$ cat src/rtl/cond_exec_ctrl.sv
// ---------------------------------------------------------------------------
// cond_exec_ctrl
//
// Execute-stage condition controller. Holds the architectural NZCV flags,
// evaluates each instruction's condition field against them, gates register
// and memory writes of failed or wrong-path instructions, and runs a short
// flush sequencer after a taken branch to kill younger instructions.
//
// Ports:
//   clk           pipeline clock, rising edge
//   rst           asynchronous active-high reset
//   stall         pipeline freeze; holds all state, suppresses side effects
//   ex_valid      a real instruction occupies execute
//   ex_cond       condition field [31:28]
//   ex_setflags   S bit; write NZCV on pass
//   ex_is_branch  instruction is B/BL
//   ex_reg_write  decoder register-write request
//   ex_mem_write  decoder memory-write request
//   alu_nzcv      ALU result flags {N,Z,C,V}
//   nzcv_q        architectural flags {N,Z,C,V}
//   cond_pass     raw condition result (combinational)
//   reg_write_o   gated register write
//   mem_write_o   gated memory write
//   branch_taken  taken-branch pulse to PC select (combinational)
//   flush_if      kill IF/ID contents (registered)
//   flush_id      kill ID/EX contents (registered)
//   flush_busy    sequencer is in FLUSH
// ---------------------------------------------------------------------------
module cond_exec_ctrl #(
    parameter int FLUSH_CYCLES = 2,
    parameter int NV_EXECUTES  = 1
) (
    input  logic       clk,
    input  logic       rst,
    input  logic       stall,
    input  logic       ex_valid,
    input  logic [3:0] ex_cond,
    input  logic       ex_setflags,
    input  logic       ex_is_branch,
    input  logic       ex_reg_write,
    input  logic       ex_mem_write,
    input  logic [3:0] alu_nzcv,
    output logic [3:0] nzcv_q,
    output logic       cond_pass,
    output logic       reg_write_o,
    output logic       mem_write_o,
    output logic       branch_taken,
    output logic       flush_if,
    output logic       flush_id,
    output logic       flush_busy
);

    typedef enum logic {
        IDLE  = 1'b0,
        FLUSH = 1'b1
    } state_t;

    localparam logic [2:0] CNT_INIT = 3'(FLUSH_CYCLES - 1);
    localparam logic       NV_PASS  = (NV_EXECUTES != 0);

    state_t     state_q, state_d;
    logic [2:0] cnt_q, cnt_d;
    logic       squash;
    logic       commit;

    // Condition table over {N,Z,C,V}.
    function automatic logic eval_cond(input logic [3:0] cond, input logic [3:0] f);
        logic n, z, c, v;
        n = f[3];
        z = f[2];
        c = f[1];
        v = f[0];
        case (cond)
            4'd0:    eval_cond = z;
            4'd1:    eval_cond = !z;
            4'd2:    eval_cond = c;
            4'd3:    eval_cond = !c;
            4'd4:    eval_cond = n;
            4'd5:    eval_cond = !n;
            4'd6:    eval_cond = v;
            4'd7:    eval_cond = !v;
            4'd8:    eval_cond = c & !z;
            4'd9:    eval_cond = !c | z;
            4'd10:   eval_cond = (n == v);
            4'd11:   eval_cond = (n != v);
            4'd12:   eval_cond = !z & (n == v);
            4'd13:   eval_cond = z | (n != v);
            4'd14:   eval_cond = 1'b1;
            default: eval_cond = NV_PASS;
        endcase
    endfunction

    assign cond_pass    = eval_cond(ex_cond, nzcv_q);
    // Anything in execute while the flush runs is on the wrong path.
    assign squash       = (state_q == FLUSH);
    assign commit       = ex_valid & cond_pass & !squash & !stall;
    assign reg_write_o  = commit & ex_reg_write;
    assign mem_write_o  = commit & ex_mem_write;
    assign branch_taken = commit & ex_is_branch;

    assign flush_if   = (state_q == FLUSH);
    assign flush_id   = (state_q == FLUSH);
    assign flush_busy = (state_q == FLUSH);

    always_ff @(posedge clk or posedge rst) begin
        if (rst) begin
            nzcv_q <= 4'b0000;
        end else if (commit && ex_setflags) begin
            nzcv_q <= alu_nzcv;
        end
    end

    always_ff @(posedge clk or posedge rst) begin
        if (rst) begin
            state_q <= IDLE;
            cnt_q   <= 3'd0;
        end else begin
            state_q <= state_d;
            cnt_q   <= cnt_d;
        end
    end

    always_comb begin
        state_d = state_q;
        cnt_d   = cnt_q;
        if (!stall) begin
            case (state_q)
                IDLE: begin
                    if (branch_taken) begin
                        state_d = FLUSH;
                        cnt_d   = CNT_INIT;
                    end
                end
                FLUSH: begin
                    if (cnt_q == 3'd0) begin
                        state_d = IDLE;
                    end else begin
                        cnt_d = cnt_q - 3'd1;
                    end
                end
                default: begin
                    state_d = IDLE;
                    cnt_d   = 3'd0;
                end
            endcase
        end
    end

endmodule

$ cat config.mk
export PLATFORM = sky130hd
export DESIGN_NAME = cond_exec_ctrl
export DESIGN_NICKNAME = d
export VERILOG_FILES = /design/src/rtl/cond_exec_ctrl.sv
export SDC_FILE = /design/constraint.sdc
export NUM_CORES = 1
export LEC_CHECK = 0
export BUFFER_PORTS_ARGS = -buffer_cell sky130_fd_sc_hd__buf_4
export CAP_MARGIN = 20
export CORE_UTILIZATION = 41
export DETAILED_ROUTE_END_ITERATION = 10
export GPL_TIMING_DRIVEN = 0
export PLACE_DENSITY = 0.71
export SLEW_MARGIN = 20
export SYNTH_ARGS = -nofsm -noshare
export SYNTH_HDL_FRONTEND = slang
export SYNTH_SLANG_ARGS = --single-unit
$ cat constraint.sdc
create_clock -name clk -period 2 [get_ports clk]
set_clock_uncertainty 0.1 [all_clocks]
set_input_delay 0.2 -clock clk [delete_from_list [all_inputs] [get_ports clk]]
set_output_delay 0.2 -clock clk [all_outputs]
set_load 0.02 [all_outputs]
==> results.yml <==
yosys:
  yosys_warnings: 0
  synth_cells: 62
  synth_seq_cells: 8
  synth_fp_nets: 80
  synthTopCellsByArea: "dfrtp_1 (32%), mux2_1 (7.2%), ha_1 (4.0%)"
  synth_enable_flop_cells: 0
  yosysTopAreaCellShare_pct: 32.1
  async_reset_ff_share_pct: 100
  syn_area_sq_um: 624
  avgSynthCellArea_sq_um: 10.1
  yosys.area.top_type: "dfrtp_1"
  synth_seq_area_share_pct: 32.1
  yosys_most_used_dff: "dfrtp_1"
  synthDistinctLibCells: 34
clock_tree:
  clock_sinks: 8
  clk_pin_slew_ns: 0.06
  cts.htree.levels: 1
  cts_root_buf: "clkbuf_4"
  cts_buffers: 3
  clock_latency_ns: 0.25
  cts_tree: "yes"
  clockBufferDepth: 2
floorplanning:
  io_pins: 27
  core_sq_um: 1370
  die_y_microns: 41.0
  start_util_pct: 45.7
  rows: 13
  die_w_microns: 41.0
  die_area_sq_um: 1680
power:
  leakage_uw: 0.000463
  powerDensity_nw_per_um2: 1280
  ir_worst_vdd_v: 0.000735
  power.total_uw: 1220
critical_path:
  crit_fanout: 6
  startpoint_type: "flip-flop"
  r2r-end: "nzcv_q[0]"
  critPathSlowestCell: "dfrtp_2"
  worstPathRequired_ns: 1.70
  crit_path_end: "mem_write_o"
  criticalPathCategory: "reg2out"
  arrival_ns: 2.16
  crit_chain: "xor2_1 > or4_1 > a311oi_2 > or2_1 > buf_6 > and3_4 > buf_6"
  critical_path.endpoint_type: "output port"
  reg2reg_depth: 6
  cp-startpoint: "nzcv_q[3]"
  r2r_slack_ns: -0.14
  slowest_delay_ns: 0.44
  timing.rr.start: "nzcv_q[3]"
  cpMostUsedCell: "buf_6"
global_route:
  gr-usage-met3_pct: 7.61
  grt_util_met1_pct: 26.1
  top_usage_layer: "met2"
  grt_max_degree: 11
  grt_antenna_before_repair: 0
  grt_usage_pct: 19.9
  grt_use_met2_pct: 30.5
  grt_pass1_vias: 499
  grt-ovfl-total: 0
  grt_pass1_wl_microns: 2110
timing:
  slew_violations: 0
  rsz0062_at_grt: "true"
  period_share_pct: 123
  worst_pin_slew_ns: 0.520
  setup_ws_ns: -0.458
  hold_viol_final: 0
  fmax_ghz: 0.407
  min_period_ns: 2.46
  max_slew_margin_pct: 65.3
  fin_tns_setup_ns: -2.53
  setup_viol: 12
placement:
  place_ws_ns: -0.169
  dp_hpwl_microns: 974
  place.gp.congestion: 0.771
  portBuffers: 25
routing:
  drtAntennaViolNets: 0
  dr.pass1.iters: 4
  via_per_inst: 5.43
  wirelength_microns: 1450
  vias: 603
  avgRoutedWirePerCell_microns: 13.1
  drc: 0
  drt_iter0_drc: 7
worst_hold_path:
  min_path_type: "in2reg"
  hold_depth: 2
  hold_path.startpoint: "alu_nzcv[3]"
status:
  status: "finished, violations left"
  violations: "negative setup slack"
flow_run:
  max_cap_viol_count: 0
finish:
  drive_above_1_share_pct: 50.0
  antenna_cells: 0
  final_nets: 115
  synthToLayoutAreaGrowth_pct: 51.9
## report_power, final
group	switching (uW)	leakage, uW	internal, uW
Clock	52.9	0.0000150	76.2
Sequential	92.4	0.0000926	249
Combinational	345	0.000355	401
Total	491	0.000463	726
## worst min path at each step
stage	to	slack, ns
6_report	nzcv_q[3]	0.05
5_1_grt	nzcv_q[3]	0.04
4_1_cts	nzcv_q[3]	0.05
3_5_place_dp	cnt_q[0]	0.06
3_3_place_gp	cnt_q[0]	0.06
2_1_floorplan	cnt_q[0]	-0.08
## metal layers
metal,share of wire (%),vias to the layer above,routed length (microns)
met1,48,285,697
met4,0.34,0,5
li1,-,295,-
met5,0,-,0
met3,6.5,2,94
met2,45,21,656
## stage by stage
| step | hold slack (ns) | util, % | instances | instance area, sq um |
|---|---|---|---|---|
| final | 0.0548 | 69.4 | 111 | 948 |
| after floorplan | -0.0845 | - | 62 | 648 |
| after global placement | 0.0607 | 62.5 | 102 | 855 |
| after CTS | 0.0512 | 69.0 | 113 | 943 |
| after detailed placement | 0.0601 | 62.5 | 102 | 855 |
| after global routing | 0.0419 | 69.4 | 111 | 948 |
## cells in the final DEF, fill, tap and decap left out, drive strengths merged
| cell | n |
|---|---|
| a32oi | 1 |
| or3 | 1 |
| inv | 6 |
| a41o | 1 |
| xnor3 | 1 |
| nand2b | 2 |
| dfrtp | 8 |
| mux2i | 2 |
| a311oi | 1 |
| clkbuf | 4 |
| a31oi | 2 |
| and3 | 4 |
| or4 | 1 |
| dlygate4sd3 | 1 |
| nor3b | 3 |
| a32o | 2 |
| xnor2 | 1 |
| o21ai | 2 |
| nor2 | 1 |
| nor2b | 1 |
| ha | 2 |
| buf | 33 |
| xor2 | 1 |
| a22oi | 1 |
| or2 | 1 |
| or3b | 1 |
| o211ai | 3 |
| a21oi | 1 |
| mux2 | 4 |
| nor3 | 1 |
| nand2 | 3 |
## cell usage after synthesis, types with 2 or more instances
cell and number:
nor3b_1 2, a32o_1 2, mux2_1 4, mux2i_1 2
nand2b_1 2, buf_2 2, a31oi_1 2, and3_1 3
o211ai_1 2, buf_4 2, ha_1 2, o21ai_0 2
nand2_1 2, inv_1 6, dfrtp_1 8
## final cells by class
class | instances | area [sq um]
fillers | 119 | 418
multi-input cells | 44 | 408
repair buffers | 30 | 239
flip-flops and latches | 8 | 203
plain buffers | 4 | 31.3
clock buffers | 4 | 26.3
inverters | 6 | 22.5
well taps | 15 | 18.8
## sequential cells by signal, indices dropped and copies added, names as in the netlist
name / flops
cnt_q: 3
nzcv_q: 4
flush_busy: 1
## critical path, delay by kind of cell, from the launching register on
family                 cells  cell delay [ns]
flip-flops                 1             0.44
AND/OR/NAND/NOR            3             0.77
buffers and inverters      2             0.24
XOR/XNOR                   1             0.19
AO/OA/AOI/OAI              1             0.26
## cell families (layout without fill, tap and decap cells)
family                     after synthesis  in the layout  synth area share (%)
DFF                                      8              8                  32.1
adders and majority gates                2              2                  4.01
muxes                                    6              6                  10.4
AOI/OAI and AO/OA                       14             14                  18.6
xor gates and xnor gates                 3              3                  6.41
buffers and inverters                   10             44                  7.61
and+or+nand+nor                         19             19                  20.8
## what timing repair did
item	4_1_cts	5_1_grt
hold buffers	1	0
pin swaps	4	5
setup buffers	6	0
endpoints found under the hold margin	8	0
resized for setup	2	4
setup endpoints to repair	8	12
Note: power is estimated with default switching activity, not from simulation.
